--- src/rtl/debounce_scheduler_if.sv ---
// debounce_scheduler_if: event stream port carrying valid/ready, event id/kind and the overflow flag/clear
// master: drives evt_valid, evt_id, evt_kind, evt_overflow; receives evt_ready, clr_overflow
// slave:  the consumer side of the same signals
interface debounce_scheduler_if #(parameter int ID_W = 2);
  logic evt_valid;
  logic evt_ready;
  logic [ID_W-1:0] evt_id;
  logic evt_kind;
  logic evt_overflow;
  logic clr_overflow;
  modport master(output evt_valid, evt_id, evt_kind, evt_overflow, input evt_ready, clr_overflow);
  modport slave(input evt_valid, evt_id, evt_kind, evt_overflow, output evt_ready, clr_overflow);
endinterface

--- src/rtl/debounce_scheduler.sv ---
// debounce_scheduler: debounces N_BTN buttons and queues press (and optionally release) events into a FIFO
// clk, rst      : clock, synchronous active-high reset
// btn_raw       : asynchronous raw buttons, active-high
// btn_level     : debounced level per channel
// evt (master)  : evt_valid/evt_ready/evt_id/evt_kind event stream, sticky evt_overflow, clr_overflow
// Macro DEBOUNCE_RELEASE_EVT_EN adds release events (evt_kind=1); otherwise evt_kind is tied to 0.
module debounce_scheduler #(
  parameter int N_BTN = 4,
  parameter int TICK_DIV = 100000,
  parameter int HOLD_MS = 16,
  parameter int FIFO_DEPTH = 4
) (
  input  logic clk,
  input  logic rst,
  input  logic [N_BTN-1:0] btn_raw,
  output logic [N_BTN-1:0] btn_level,
  debounce_scheduler_if.master evt
);
  localparam int ID_W = (N_BTN > 1) ? $clog2(N_BTN) : 1;
  localparam int PW = $clog2(TICK_DIV);
  localparam int AW = $clog2(FIFO_DEPTH);
  localparam logic [7:0] HOLD_LAST = 8'(HOLD_MS - 1);
  typedef enum logic [3:0] {
    IDLE = 4'b0001,
    WAIT_PRESS = 4'b0010,
    PRESSED = 4'b0100,
    WAIT_RELEASE = 4'b1000
  } state_t;
  logic [PW-1:0] pcnt;
  logic tick;
  logic [N_BTN-1:0] s1, s;
  state_t st [N_BTN];
  logic [7:0] cnt [N_BTN];
  logic [N_BTN-1:0] ent_p, pend_p, clr_p, onehot;
  logic [ID_W-1:0] sel_id;
  logic sel_any, push, pop, full, ovf_evt;
  logic [AW:0] count;
  logic [AW-1:0] wp, rp;
  logic [ID_W-1:0] mem_id [FIFO_DEPTH];
`ifdef DEBOUNCE_RELEASE_EVT_EN
  logic [N_BTN-1:0] ent_r, pend_r, clr_r;
  logic sel_kind;
  logic mem_kind [FIFO_DEPTH];
`endif
  assign tick = pcnt == PW'(TICK_DIV - 1);
  always_ff @(posedge clk)
    pcnt <= (rst | tick) ? '0 : pcnt + PW'(1);
  always_ff @(posedge clk)
    {s, s1} <= rst ? '0 : {s1, btn_raw};
  // ent_p/ent_r pulse for one cycle on the first cycle spent in PRESSED/WAIT_RELEASE
  always_ff @(posedge clk) begin
    for (int i = 0; i < N_BTN; i++) begin
      ent_p[i] <= 1'b0;
`ifdef DEBOUNCE_RELEASE_EVT_EN
      ent_r[i] <= 1'b0;
`endif
      btn_level[i] <= st[i] == PRESSED;
      if (rst) begin
        st[i] <= IDLE;
        cnt[i] <= '0;
        btn_level[i] <= 1'b0;
      end else begin
        case (st[i])
          IDLE: if (s[i]) begin
            st[i] <= WAIT_PRESS;
            cnt[i] <= '0;
          end
          WAIT_PRESS:
            if (!s[i]) st[i] <= IDLE;
            else if (tick && cnt[i] == HOLD_LAST) begin
              st[i] <= PRESSED;
              ent_p[i] <= 1'b1;
            end else if (tick) cnt[i] <= cnt[i] + 8'd1;
          PRESSED: if (!s[i]) begin
            st[i] <= WAIT_RELEASE;
            cnt[i] <= '0;
`ifdef DEBOUNCE_RELEASE_EVT_EN
            ent_r[i] <= 1'b1;
`endif
          end
          WAIT_RELEASE:
            if (tick && cnt[i] == HOLD_LAST) st[i] <= IDLE;
            else if (tick) cnt[i] <= cnt[i] + 8'd1;
          default: st[i] <= IDLE;
        endcase
      end
    end
  end
  // lowest pending index wins; the press scan runs last so presses outrank releases
  always_comb begin
    sel_id = '0;
`ifdef DEBOUNCE_RELEASE_EVT_EN
    for (int i = N_BTN - 1; i >= 0; i--)
      if (pend_r[i]) sel_id = ID_W'(i);
`endif
    for (int i = N_BTN - 1; i >= 0; i--)
      if (pend_p[i]) sel_id = ID_W'(i);
  end
  assign full = count == (AW+1)'(FIFO_DEPTH);
  assign pop = evt.evt_valid & evt.evt_ready;
  assign push = sel_any & (~full | pop);
  assign onehot = push ? N_BTN'(1) << sel_id : '0;
`ifdef DEBOUNCE_RELEASE_EVT_EN
  assign sel_kind = ~|pend_p;
  assign sel_any = (|pend_p) | (|pend_r);
  assign clr_p = sel_kind ? '0 : onehot;
  assign clr_r = sel_kind ? onehot : '0;
  assign ovf_evt = (|(ent_p & pend_p & ~clr_p)) | (|(ent_r & pend_r & ~clr_r));
  assign evt.evt_kind = evt.evt_valid ? mem_kind[rp] : 1'b0;
`else
  assign sel_any = |pend_p;
  assign clr_p = onehot;
  assign ovf_evt = |(ent_p & pend_p & ~clr_p);
  assign evt.evt_kind = 1'b0;
`endif
  assign evt.evt_valid = count != '0;
  assign evt.evt_id = evt.evt_valid ? mem_id[rp] : '0;
  // a new entry on a bit being served this cycle survives; one on an unserved bit is lost
  always_ff @(posedge clk)
    if (rst) begin
      pend_p <= '0;
`ifdef DEBOUNCE_RELEASE_EVT_EN
      pend_r <= '0;
`endif
      count <= '0;
      wp <= '0;
      rp <= '0;
      evt.evt_overflow <= 1'b0;
    end else begin
      pend_p <= (pend_p & ~clr_p) | ent_p;
`ifdef DEBOUNCE_RELEASE_EVT_EN
      pend_r <= (pend_r & ~clr_r) | ent_r;
`endif
      if (push) begin
        mem_id[wp] <= sel_id;
`ifdef DEBOUNCE_RELEASE_EVT_EN
        mem_kind[wp] <= sel_kind;
`endif
        wp <= wp + AW'(1);
      end
      if (pop) rp <= rp + AW'(1);
      count <= count + (AW+1)'(push) - (AW+1)'(pop);
      evt.evt_overflow <= ovf_evt | (evt.evt_overflow & ~evt.clr_overflow);
    end
endmodule

--- src/flat_wrapper.sv ---
// flat-port wrapper written by rule: the top's interface ports become plain ports
module debounce_scheduler_flat 
#(
  parameter int N_BTN = 4,
  parameter int TICK_DIV = 100000,
  parameter int HOLD_MS = 16,
  parameter int FIFO_DEPTH = 4
)
  (clk, rst, btn_raw, btn_level, evt_evt_valid, evt_evt_id, evt_evt_kind, evt_evt_overflow, evt_evt_ready, evt_clr_overflow);
  debounce_scheduler_if #(.ID_W(2)) evt_i ();
  input  logic clk;
  input  logic rst;
  input  logic [N_BTN-1:0] btn_raw;
  output logic [N_BTN-1:0] btn_level;
  output wire logic [$bits(evt_i.evt_valid)-1:0] evt_evt_valid;
  output wire logic [$bits(evt_i.evt_id)-1:0] evt_evt_id;
  output wire logic [$bits(evt_i.evt_kind)-1:0] evt_evt_kind;
  output wire logic [$bits(evt_i.evt_overflow)-1:0] evt_evt_overflow;
  input wire logic [$bits(evt_i.evt_ready)-1:0] evt_evt_ready;
  input wire logic [$bits(evt_i.clr_overflow)-1:0] evt_clr_overflow;
  assign evt_evt_valid = evt_i.evt_valid;
  assign evt_evt_id = evt_i.evt_id;
  assign evt_evt_kind = evt_i.evt_kind;
  assign evt_evt_overflow = evt_i.evt_overflow;
  assign evt_i.evt_ready = evt_evt_ready;
  assign evt_i.clr_overflow = evt_clr_overflow;
  debounce_scheduler #(.N_BTN(N_BTN), .TICK_DIV(TICK_DIV), .HOLD_MS(HOLD_MS), .FIFO_DEPTH(FIFO_DEPTH)) u_core (.clk(clk), .rst(rst), .btn_raw(btn_raw), .btn_level(btn_level), .evt(evt_i));
endmodule
--- config.mk ---
export PLATFORM = sky130hd
export DESIGN_NAME = debounce_scheduler_flat
export DESIGN_NICKNAME = d
export VERILOG_FILES = /design/src/rtl/debounce_scheduler_if.sv /design/src/rtl/debounce_scheduler.sv /design/src/flat_wrapper.sv
export SDC_FILE = /design/constraint.sdc
export NUM_CORES = 1
export LEC_CHECK = 0
export CAP_MARGIN = 0
export CORE_MARGIN = 2
export CORE_UTILIZATION = 55
export CTS_CLUSTER_DIAMETER = 40
export CTS_CLUSTER_SIZE = 30
export DETAILED_ROUTE_END_ITERATION = 6
export PLACE_DENSITY = 0.75
export RECOVER_POWER = 100
export SYNTH_ARGS = -nofsm -noshare
export SYNTH_HDL_FRONTEND = slang
export SYNTH_SLANG_ARGS = --single-unit
--- constraint.sdc ---
create_clock -name clk -period 2.85 [get_ports clk]
set_clock_uncertainty 0.05 [all_clocks]
set_input_delay 0.7125 -clock clk [delete_from_list [all_inputs] [get_ports clk]]
set_output_delay 0.7125 -clock clk [all_outputs]
set_load 0.1 [all_outputs]
# Word-level counts from Yosys, hierarchy flattened
# Memory sizes are Yosys's and may differ from the RTL's. A register that Yosys moved wholly into a read port is not among the register bits.
# Index checks and enable logic that the tools add are counted.
dict set report word_totals {
  latchBits 0
  ramBits 56
  mem_count 3
  input_bits 8
  out_inout_bits 9
  word_cells 283
  romBits 0
  ff_bits 45
}
dict set report classes {
  n_lt_le_gt_ge 0
  n_eq_ne 22
  shift 1
  multipliers 0
  n_div 0
  muxes 174
  reduce_logical 11
  n_addsub 9
  bitwise_logic 53
}
# name words word_bits rd rd_clocked_by_memory_dff write_ports line
set mem_list {}
lappend mem_list {u_core.cnt 4 8 4 0 4 debounce_scheduler.sv:33} ;# logic [7:0] cnt [N_BTN];
lappend mem_list {u_core.st 4 4 4 0 4 debounce_scheduler.sv:32} ;# state_t st [N_BTN];
lappend mem_list {u_core.mem_id 4 2 1 1 1 debounce_scheduler.sv:39} ;# logic [ID_W-1:0] mem_id [FIFO_DEPTH];
# operator count
set op_table {}
lappend op_table {{two-way mux 8 bit} 16}
lappend op_table {{two-way mux 1 bit} 126}
lappend op_table {{two-way mux 4 bit} 25}
lappend op_table {{OR 1 bit} 43}
lappend op_table {{adder 8 x 1 -> 8 bit (second input constant)} 4}
lappend op_table {{equality test 8 x 4 -> 1 bit (second input constant)} 4}
lappend op_table {{OR reduction 4 bit} 6}
lappend op_table {{adder 17 x 1 -> 17 bit (second input constant)} 1}
lappend op_table {{equality test 17 bit (second input constant)} 1}
lappend op_table {{equality test 4 x 1 -> 1 bit (second input constant)} 4}
lappend op_table {{equality test 4 x 2 -> 1 bit (second input constant)} 4}
lappend op_table {{equality test 4 x 3 -> 1 bit (second input constant)} 4}
lappend op_table {{equality test 4 bit (second input constant)} 4}
lappend op_table {{two-way mux 2 bit} 7}
lappend op_table {{bitwise AND 4 bit} 3}
lappend op_table {{adder 2 x 1 -> 2 bit (second input constant)} 2}
lappend op_table {{logical AND 1 bit} 4}
lappend op_table {{NOT 4 bit} 1}
lappend op_table {{OR 4 bit} 1}
lappend op_table {{<< shifter 1 x 2 -> 4 bit (first input constant)} 1}
lappend op_table {{adder 3 x 1 -> 3 bit} 1}
lappend op_table {{bitwise AND 1 bit} 3}
lappend op_table {{equality test 3 bit (second input constant)} 1}
lappend op_table {{nonzero test 3 bit} 1}
lappend op_table {{2 further kinds} 3}

# Logic depth before layout (Yosys ltp)
# An unclocked memory read counts as a cell.
dict set report logic_depth {
  ltp_word 12
  depth_mapped 10
  mapped_depth_nobuf 9
}

# Worst setup path after synthesis
# Ideal clock, no wire load.
dict set report synth_timing {
  path_type {reg-to-output}
  start {reg u_core.count[1]}
  end {out evt_evt_id[0]}
  path_buffers 1
  required_ns 2.088
  arrival_time_ns 2.356
  path_slack_ns -0.269
  path_stages_with_launch 4
  path_cell_list {dfxtp_1 > or3_1 > clkbuf_1 > and2_1}
}
dict set report synth_between {
  elab_chain_cells 2
}
# element line
set synth_lines {}
lappend synth_lines {{start, declared} debounce_scheduler.sv:37} ;# logic [AW:0] count;
lappend synth_lines {{start signal, assigned} debounce_scheduler.sv:142} ;# count <= count + (AW+1)'(push) - (AW+1)'(pop);
lappend synth_lines {{nonzero test 3 bit} debounce_scheduler.sv:116} ;# assign evt.evt_valid = count != '0;
lappend synth_lines {{net evt_evt_valid} flat_wrapper.sv:15} ;# output wire logic [$bits(evt_i.evt_valid)-1:0] evt_evt_valid;
lappend synth_lines {{two-way mux 2 bit} debounce_scheduler.sv:117} ;# assign evt.evt_id = evt.evt_valid ? mem_id[rp] : '0;
lappend synth_lines {{end, declared} flat_wrapper.sv:16} ;# output wire logic [$bits(evt_i.evt_id)-1:0] evt_evt_id;
# The timed path passes the listed nets, and every way through them passes these cells.

==> impl_metrics.yaml <==
pwr:
  pwr-share-clk: 0.254
  p_switching_mw: 1.00
  p_int_mw: 2.17
  swShare: 0.315
  p_total_mw: 3.18
  powerDensity_nw_per_um2: 595
  vdd_drop_max_v: 0.000385
  comb_power_share: 0.186
  p_leak_nw: 1.78
  seqPwrFrac: 0.560
worst_setup_path:
  critPathCaptureType: "primary output"
  path_depth: 3
  critPathCapture: "evt_evt_id[0]"
  crit_family: "multiplexers"
  worstReg2RegEnd: "u_core.count[2]$_SDFF_PP0_"
  reg2reg_depth: 9
  r2r-start: "u_core.pend_p[0]$_SDFF_PP0_"
  crit_fanout: 2
  path_class: "reg -> out"
  crit_chain: "mux4_2, and2_1, clkbuf_2"
  start_kind: "flop"
  ff2ff_setup_slack_ns: 0.41
  slowest_delay_ns: 0.50
  cpMaxStageDelayCell: "mux4_2"
  arrival_ns: 1.76
  required_ns: 2.09
  crit_buf_inv: 1
floorplan:
  die-area_um2: 9790
  rows: 34
  dieWidth_um: 99.0
  die_y_um: 99.0
  core_um2: 8720
  initial_core_util: 0.569
  ioPinCount: 17
grt:
  first_global_vias: 3331
  use_met3: 0.0291
  grt_busiest_layer: "met2"
  grt_use_met1: 0.248
  antenna_found_initial: 0
  grt_pass1_wl_um: 14800
  use_met2: 0.298
  track_usage: 0.183
  grt_max_degree: 18
  grt.overflow.total: 0
sta:
  fin_crit_sh: 0.885
  slew_violations: 0
  hold_viol: 0
  tightestPinTransition_ns: 1.17
  rsz0062_at_grt: "no"
  fmax_mhz: 397
  finalCriticalPeriod_ns: 2.52
  slew-limit-headroom: 0.221
  holdWs_ns: 0.399
  fin_setup_tns_ns: 0
  finalSetupViolations: 0
final_layout:
  fill_cells: 725
  seqCellArea_um2: 2620
  postLayoutCoreUtil: 0.612
  final_common_cell: "nor2_1"
  multi_input_area_um2: 2200
  antennaDiodeCount: 0
  mostFrequentLayoutCells: "69 x nor2_1, 56 x edfxtp_1, 47 x dfxtp_1"
  syn2layout_area_growth_pct: 7.64
  fin_nets: 513
  drive_gt1_frac: 0.0721
logic_synthesis:
  synth_area_per_cell_um2: 10.6
  async_flop_share: 0
  syn_inst: 470
  synth_cell_types: 63
  ys_seq_elements: 103
  synth_edf_count: 56
  syn_area_um2: 4960
  ys_seq_area_frac: 0.529
  ys.flop_type: "edfxtp_1"
  ys_warn_count: 0
  syn-num-nets: 489
drt:
  num_vias: 3486
  wire_per_inst_um: 14.0
  viasPerCell: 5.74
  routed_wirelength_um: 8490
  remaining_drc_errors: 0
  first_pass_iters: 4
  antenna_left: 0
  drt_iter0_markers: 205
clock_network:
  cts_max_path_buffers: 2
  cts_tree: "built"
  cts_hold_buf: 0
  cts_max_level: 3
  post_cts_buffers: 0
  path_clk_slew_ns: 0.09
  cts_buffers: 9
  clock-sinks: 103
  root_buffer: "clkbuf_8"
  cts_resized: 0
  clock_latency_ns: 0.35
run:
  drv_cap: 0
outcome:
  status: "completed"
placement:
  dp_hpwl_um: 6050
  io_buffer_count: 15
  gp_congestion: 0.842
worst_hold_path:
  hold_path.class: "reg -> reg"
==> kinds of logic after synthesis <==
logic type	synth area share
XOR/XNOR	0.0759
multiplexers	0.0136
other	0.000756
buffers and inverters	0.0240
AO/OA/AOI/OAI	0.0563
flip-flops	0.529
adder cells (fa/ha/maj)	0.0293
AND/OR/NAND/NOR	0.271
==> registers in the layout (all words and copies together) (netlist names), named ones only <==
signal                   count
u_core.count                 3
u_core.rp                    2
u_core.wp                    2
u_core.mem_id                8
u_core.s1                    4
u_core.cnt                  32
u_core.btn_level             4
u_core.pend_p                4
u_core.pcnt                 17
u_core.ent_p                 4
u_core.evt.evt_overflow      1
u_core.s                     4
u_core.st                   16
==> layer usage <==
metal | wire length, um | up-vias
met2 | 4030 | 47
li1 | - | 1752
met1 | 4140 | 1681
met4 | 95 | 0
met5 | 0 | -
met3 | 223 | 6
==> how the worst min path moves through the flow <==
stage,end,slack (ns),from,cells past startpoint
4_1_cts,u_core.s[1]$_SDFF_PP0_,0.41,u_core.s1[1]$_SDFF_PP0_,1
6_report,u_core.s[1]$_SDFF_PP0_,0.40,u_core.s1[1]$_SDFF_PP0_,1
5_1_grt,u_core.s[1]$_SDFF_PP0_,0.43,u_core.s1[1]$_SDFF_PP0_,1
2_1_floorplan,u_core.s[0]$_SDFF_PP0_,0.36,u_core.s1[0]$_SDFF_PP0_,1
3_3_place_gp,u_core.s[1]$_SDFF_PP0_,0.37,u_core.s1[1]$_SDFF_PP0_,1
3_5_place_dp,u_core.s[3]$_SDFF_PP0_,0.38,u_core.s1[3]$_SDFF_PP0_,1
==> cell usage after synthesis (11+ instances only) <==
library cell  count  area [um^2]
nor4_1           20          125
nand2_1          26         97.6
dfxtp_1          47          941
nand2b_1         11         68.8
edfxtp_1         56         1680
nand4_1          11         68.8
xnor2_1          25          219
nor3_1           19         95.1
nor2_1           69          259
inv_1            15         56.3
nand3_1          18         90.1
a21oi_1          13         65.1
xor2_1           18          158
==> area by class of cell <==
| type | count | share of cell area |
|---|---|---|
| sequential | 103 | 0.491 |
| multi-input combinational | 340 | 0.413 |
| timing repair buffer | 24 | 0.0270 |
| tap | 108 | 0.0253 |
| clock buffer | 9 | 0.0232 |
| inverter | 16 | 0.0112 |
| clock inverter | 7 | 0.00937 |
==> worst register-to-register path, stage by stage (launching register included) <==
cell     delay [ns]
dfxtp_1        0.37
nor4_1         0.59
and3_1         0.29
a21o_1         0.10
ha_1           0.13
inv_1          0.04
fa_1           0.36
xor2_1         0.18
xnor2_1        0.14
nor2_1         0.05
==> stage by stage <==
step	cells	setup WS (ns)	cell area, um^2
global placement	591	0.118	5230
detailed placement	591	0.0765	5230
floorplan	470	0.217	4960
global route	607	0.121	5340
finish	607	0.328	5340
CTS	607	0.401	5400
==> power by group through the flow <==
stage                     Combinational (mW)  Sequential (mW)  Clock (mW)
after CTS                              0.617             1.78       0.839
after floorplan                        0.517             1.78           0
after detailed placement               0.615             1.81           0
after global routing                   0.645             1.80       0.885
final                                  0.589             1.78       0.808
after global placement                 0.606             1.80           0
No activity file was read; power rests on OpenSTA's default activity.
